==> config.mk <==
export PLATFORM = sky130hd
export DESIGN_NAME = ctrl_serial_capture
export DESIGN_NICKNAME = d
export VERILOG_FILES = /design/src/rtl/ctrl_serial_capture.sv
export SDC_FILE = /design/constraint.sdc
export NUM_CORES = 1
export LEC_CHECK = 0
export CAP_MARGIN = 20
export CORE_ASPECT_RATIO = 0.5
export CORE_MARGIN = 3
export CORE_UTILIZATION = 60
export DETAILED_ROUTE_END_ITERATION = 8
export PLACE_DENSITY = 0.89
export SLEW_MARGIN = 10
export SYNTH_ARGS = -nofsm -noshare
export SYNTH_HDL_FRONTEND = slang
export SYNTH_SLANG_ARGS = --single-unit
export TNS_END_PERCENT = 50
==> constraint.sdc <==
create_clock -name PCLK -period 3.9 [get_ports PCLK]
set_input_delay 0.78 -clock PCLK [delete_from_list [all_inputs] [get_ports PCLK]]
set_output_delay 0.78 -clock PCLK [all_outputs]
set_load 0.01 [all_outputs]
==> src/rtl/ctrl_serial_capture.sv <==
// Serial game-controller poller: latches the pad, clocks NUM_BITS bits out of it
// and publishes each word with a ready/ack handshake and a sticky overrun flag.
module ctrl_serial_capture #(
   parameter int CLK_DIV     = 100,
   parameter int POLL_PERIOD = 1666667,
   parameter int NUM_BITS    = 8
) (
   input  logic                PCLK,
   input  logic                PRESERN,
   input  logic                enable,
   input  logic                data,
   input  logic                ack,
   output logic                poll,
   output logic                sample,
   output logic [NUM_BITS-1:0] buttonData,
   output logic                ready,
   output logic                overrun
);

   localparam int CNT_W = $clog2(POLL_PERIOD + 1);
   localparam int DIV_W = $clog2(2 * CLK_DIV + 1);
   localparam int IDX_W = $clog2(NUM_BITS);

   localparam logic [CNT_W-1:0] CNT_LAST   = CNT_W'(POLL_PERIOD - 1);
   localparam logic [DIV_W-1:0] LATCH_LAST = DIV_W'(2 * CLK_DIV - 1);
   localparam logic [DIV_W-1:0] HALF_LAST  = DIV_W'(CLK_DIV - 1);
   localparam logic [IDX_W-1:0] IDX_LAST   = IDX_W'(NUM_BITS - 1);

   typedef enum logic [2:0] {
      IDLE,
      LATCH,
      SHIFT_LO,
      SHIFT_HI,
      DONE
   } state_t;

   state_t              state_q, state_d;
   logic [CNT_W-1:0]    cnt_q, cnt_d;
   logic [DIV_W-1:0]    div_q, div_d;
   logic [IDX_W-1:0]    idx_q, idx_d;
   logic [NUM_BITS-1:0] shift_q, shift_d;
   logic [NUM_BITS-1:0] button_data_q, button_data_d;
   logic                poll_q, poll_d;
   logic                sample_q, sample_d;
   logic                ready_q, ready_d;
   logic                overrun_q, overrun_d;
   logic                frame_tick;
   logic                ack_accept;

   always_comb begin
      state_d       = state_q;
      cnt_d         = cnt_q;
      div_d         = div_q;
      idx_d         = idx_q;
      shift_d       = shift_q;
      button_data_d = button_data_q;
      poll_d        = poll_q;
      sample_d      = sample_q;
      ready_d       = ready_q;
      overrun_d     = overrun_q;

      frame_tick = enable && (cnt_q == CNT_LAST);
      ack_accept = ack && ready_q;

      // Frame timer parks at zero whenever polling is disabled.
      if (!enable || frame_tick) begin
         cnt_d = '0;
      end else begin
         cnt_d = cnt_q + CNT_W'(1);
      end

      case (state_q)
         IDLE: begin
            poll_d   = 1'b0;
            sample_d = 1'b0;
            if (frame_tick) begin
               state_d = LATCH;
               poll_d  = 1'b1;
               div_d   = '0;
            end
         end

         LATCH: begin
            if (div_q == LATCH_LAST) begin
               state_d = SHIFT_LO;
               poll_d  = 1'b0;
               div_d   = '0;
               idx_d   = '0;
            end else begin
               div_d = div_q + DIV_W'(1);
            end
         end

         SHIFT_LO: begin
            if (div_q == HALF_LAST) begin
               div_d          = '0;
               shift_d[idx_q] = ~data;
               if (idx_q == IDX_LAST) begin
                  state_d = DONE;
               end else begin
                  state_d  = SHIFT_HI;
                  sample_d = 1'b1;
                  idx_d    = idx_q + IDX_W'(1);
               end
            end else begin
               div_d = div_q + DIV_W'(1);
            end
         end

         SHIFT_HI: begin
            if (div_q == HALF_LAST) begin
               state_d  = SHIFT_LO;
               sample_d = 1'b0;
               div_d    = '0;
            end else begin
               div_d = div_q + DIV_W'(1);
            end
         end

         DONE: begin
            state_d       = IDLE;
            button_data_d = shift_q;
         end

         default: begin
            state_d  = IDLE;
            poll_d   = 1'b0;
            sample_d = 1'b0;
         end
      endcase

      // A word published while the previous one is still unread wins over a plain ack.
      if (state_q == DONE) begin
         ready_d = 1'b1;
         if (ready_q && !ack) begin
            overrun_d = 1'b1;
         end else if (ack_accept) begin
            overrun_d = 1'b0;
         end
      end else if (ack_accept) begin
         ready_d   = 1'b0;
         overrun_d = 1'b0;
      end
   end

   always_ff @(posedge PCLK) begin
      if (!PRESERN) begin
         state_q       <= IDLE;
         cnt_q         <= '0;
         div_q         <= '0;
         idx_q         <= '0;
         shift_q       <= '0;
         button_data_q <= '0;
         poll_q        <= 1'b0;
         sample_q      <= 1'b0;
         ready_q       <= 1'b0;
         overrun_q     <= 1'b0;
      end else begin
         state_q       <= state_d;
         cnt_q         <= cnt_d;
         div_q         <= div_d;
         idx_q         <= idx_d;
         shift_q       <= shift_d;
         button_data_q <= button_data_d;
         poll_q        <= poll_d;
         sample_q      <= sample_d;
         ready_q       <= ready_d;
         overrun_q     <= overrun_d;
      end
   end

   assign poll       = poll_q;
   assign sample     = sample_q;
   assign buttonData = button_data_q;
   assign ready      = ready_q;
   assign overrun    = overrun_q;

endmodule

==> impl_metrics.yaml <==
setup_path:
  crit_path_max_fanout: 23
  reg2regPathDepth: 5
  startpoint_type: "input port"
  reg2reg_slack_ns: 1.91
  critPathKind: "in -> reg"
  rr_startpoint: "div_q[0]$_SDFFE_PN0P_"
  arrival_ns: 2.90
  cp-end-kind: "flip-flop"
  required_ns: 4.17
  reg2reg_to: "div_q[6]$_SDFFE_PN0P_"
sta:
  final-max-slew-violation-count: 0
  hold_viol_final: 0
  setup_viol_count_final: 0
  slew_headroom_pct: 48.23
  tightestPinTransition_ns: 0.7750
  finClkSkew_ns: 0.01153
  tns_ns: 0
  fin_crit_ns: 2.638
  period_share_pct: 67.64
  holdWs_ns: 0.4623
  worst_slack_ns: 1.262
  max_freq_mhz: 379.1
  rsz0062_at_grt: "no"
finish:
  area_growth_pct: 9.025
  drive_gt1_share_pct: 7.453
  fin_nets: 331
  antenna_cells: 0
  finalNonFillerCells: 376
global_route:
  grt_max_degree: 24
  grt_pass1_vias: 2135
  track_usage_pct: 22.32
  grt_pass1_wl_um: 9618
  grt-ovfl-total: 0
  antenna_found_initial: 0
floorplan:
  start_util_pct: 66.24
  fp.dieH_um: 53.83
  ios: 17
  die_w_um: 101.7
  num_rows: 16
  coreArea_mm2: 0.004144
  dieArea_mm2: 0.005472
logic_synthesis:
  synthAdderAreaFrac_pct: 2.279
  synth_edf_count: 0
  synth_largest_area_cell: "dfxtp_1"
  syn_area_per_cell_um2: 8.855
  synth_top_cells_by_count: "55 x dfxtp_1, 34 x nand2_1, 30 x nor2_1, 15 x a21oi_1, 14 x nand3_1"
  syn_inst: 310
  syn_nets: 320
  synth_top_area_share_pct: 40.11
  synth.distinct_cells: 60
  synthXorXnorAreaFrac_pct: 4.467
  yosys_warnings: 0
  ys_seq_area_share_pct: 40.11
  ys_ff_latch: 55
  synth_ff_type: "dfxtp_1"
  ys_top_cells_by_area: "dfxtp_1 40%, nand2_1 4.6%, nor2_1 4.1%, xnor2_1 3.5%, a21oi_1 2.7%"
  synth_top_family_by_area: "simple AND/OR/NAND/NOR gates"
  ys_async_sr_fraction_pct: 0
  synth_compound_area_share_pct: 15.77
  yosys.cell_count.top_type: "dfxtp_1"
  synth-simple-area-share_pct: 32.68
  synth_mux_area_share_pct: 0.7293
  mappedNetlistArea_mm2: 0.002745
clock_network:
  cts_root_buf: "clkbuf_8"
  cts_buffers: 5
  cts_tree: "built"
  htree_levels: 2
  cts_buffer_depth: 2
  worstSkewPairLatency_ns: 0.32
  cts_hold_buf: 0
  clk_pin_slew_ns: 0.10
  cts_sinks: 55
  cts_resized: 0
  post_cts_buffers: 0
placed_design:
  dp_hpwl_um: 4053
  place_ws_ns: 0.9794
  place.gp.congestion: 0.7961
  dp_cells: 368
  io_buffer_count: 16
routing:
  drt_iter0_drc: 123
  routedWlPerCell_um: 15.41
  routed_wl_um: 5795
  route.met3.wl_um: 272
  highest_layer: "met4"
  wl_met1_um: 2605
  drc: 0
  ant_nets: 0
  wl_met2_um: 2858
  dr.pass1.iters: 4
  avgViaCountPerCell: 6.215
  num_vias: 2337
min_path:
  hold_path.startpoint: "buttonData[7]$_SDFFE_PN0P_"
  hold_path.class: "reg -> reg"
  hold_path_depth: 2
  holdPathEnd: "buttonData[7]$_SDFFE_PN0P_"
power:
  irDropWorstVdd_uv: 165.6
  power.leakage_nw: 0.9559
  power_density_mw_per_mm2: 302.2
flow_run:
  maxCapViolations: 0
run_status:
  status: "completed"
critical path, cell delays in order:
cell             delay [ns]
clkdlybuf4s50_1        0.45
buf_4                  0.24
inv_1                  0.36
or4b_1                 0.58
or4_1                  0.41
o21ai_1                0.08
cells by family (layout without fill, tap and decap cells):
kind of cell	Yosys count	after routing
buffers and inverters	22	34
DFF	55	55
xor gates and xnor gates	14	14
muxes	2	2
adders and majority gates	5	5
and+or+nand+nor	149	149
AOI/OAI and AO/OA	63	63
layer usage:
metal  up-vias  global-route usage, %
li1       1165                      -
met1      1104                  26.49
met2        60                  41.13
met3         8                  4.916
met4         0                  7.064
met5         -                      0
layout make-up:
type | instances | area [um^2]
fillers | 303 | 1151
inverters | 9 | 33.78
clock buffers | 5 | 68.82
clock inverters | 3 | 18.77
multi-input cells | 233 | 1535
flip-flops and latches | 55 | 1101
repair buffers | 17 | 167.7
well taps | 54 | 67.56
how the worst max path moves through the flow:
stage                       start                    end  slack [ns]  depth (start not counted)
after floorplan            enable  div_q[7]$_SDFFE_PN0P_        2.02                          4
after global placement    PRESERN  idx_q[0]$_SDFFE_PN0P_        1.03                          6
after detailed placement  PRESERN  idx_q[0]$_SDFFE_PN0P_        0.98                          6
after CTS                 PRESERN  idx_q[0]$_SDFFE_PN0P_        1.28                          6
after global routing      PRESERN  idx_q[0]$_SDFFE_PN0P_        1.16                          6
final                     PRESERN  idx_q[0]$_SDFFE_PN0P_        1.26                          6
cells in the final DEF, fill, tap and decap left out, types with 2 or more instances in the layout:
| cell | instances |
|---|---|
| a211oi_1 | 4 |
| a21oi_1 | 15 |
| a311oi_1 | 6 |
| a31oi_1 | 8 |
| and2_1 | 7 |
| and3_1 | 8 |
| and4_1 | 4 |
| clkbuf_8 | 5 |
| clkdlybuf4s50_1 | 16 |
| clkinv_2 | 2 |
| dfxtp_1 | 55 |
| ha_1 | 5 |
| inv_1 | 9 |
| mux2i_1 | 2 |
| nand2_1 | 34 |
| nand2b_1 | 3 |
| nand3_1 | 14 |
| nand4_1 | 7 |
| nand4b_1 | 2 |
| nand4bb_4 | 2 |
| nor2_1 | 30 |
| nor2b_1 | 3 |
| nor3_1 | 9 |
| nor4_1 | 6 |
| nor4_4 | 3 |
| o21a_1 | 3 |
| o21ai_0 | 6 |
| o221ai_1 | 3 |
| o22ai_1 | 3 |
| or2_2 | 2 |
| or4_1 | 3 |
| or4b_1 | 2 |
| xnor2_1 | 11 |
| xor2_1 | 3 |
metrics by stage:
stage | power (mW) | util, % | cell area, um^2
floorplan | 0.5880 | - | 2745
global placement | 0.5957 | 70.11 | 2905
detailed placement | 0.5966 | 70.11 | 2905
CTS | 0.9062 | 72.22 | 2993
global route | 0.9315 | 72.22 | 2993
finish | 0.9044 | 72.22 | 2993
registers in the layout (all words and copies together) (netlist names), named ones only:
register / flops
state_q: 3
shift_q: 8
buttonData: 8
cnt_q: 21
ready: 1
div_q: 8
idx_q: 3
sample: 1
poll: 1
power by group:
| part | total, mW | switching (mW) | internal (mW) |
|---|---|---|---|
| logic | 0.0205 | 0.0141 | 0.00643 |
| clock network | 0.320 | 0.193 | 0.127 |
| registers | 0.564 | 0.00142 | 0.562 |
Note: power is estimated with default switching activity, not from simulation.
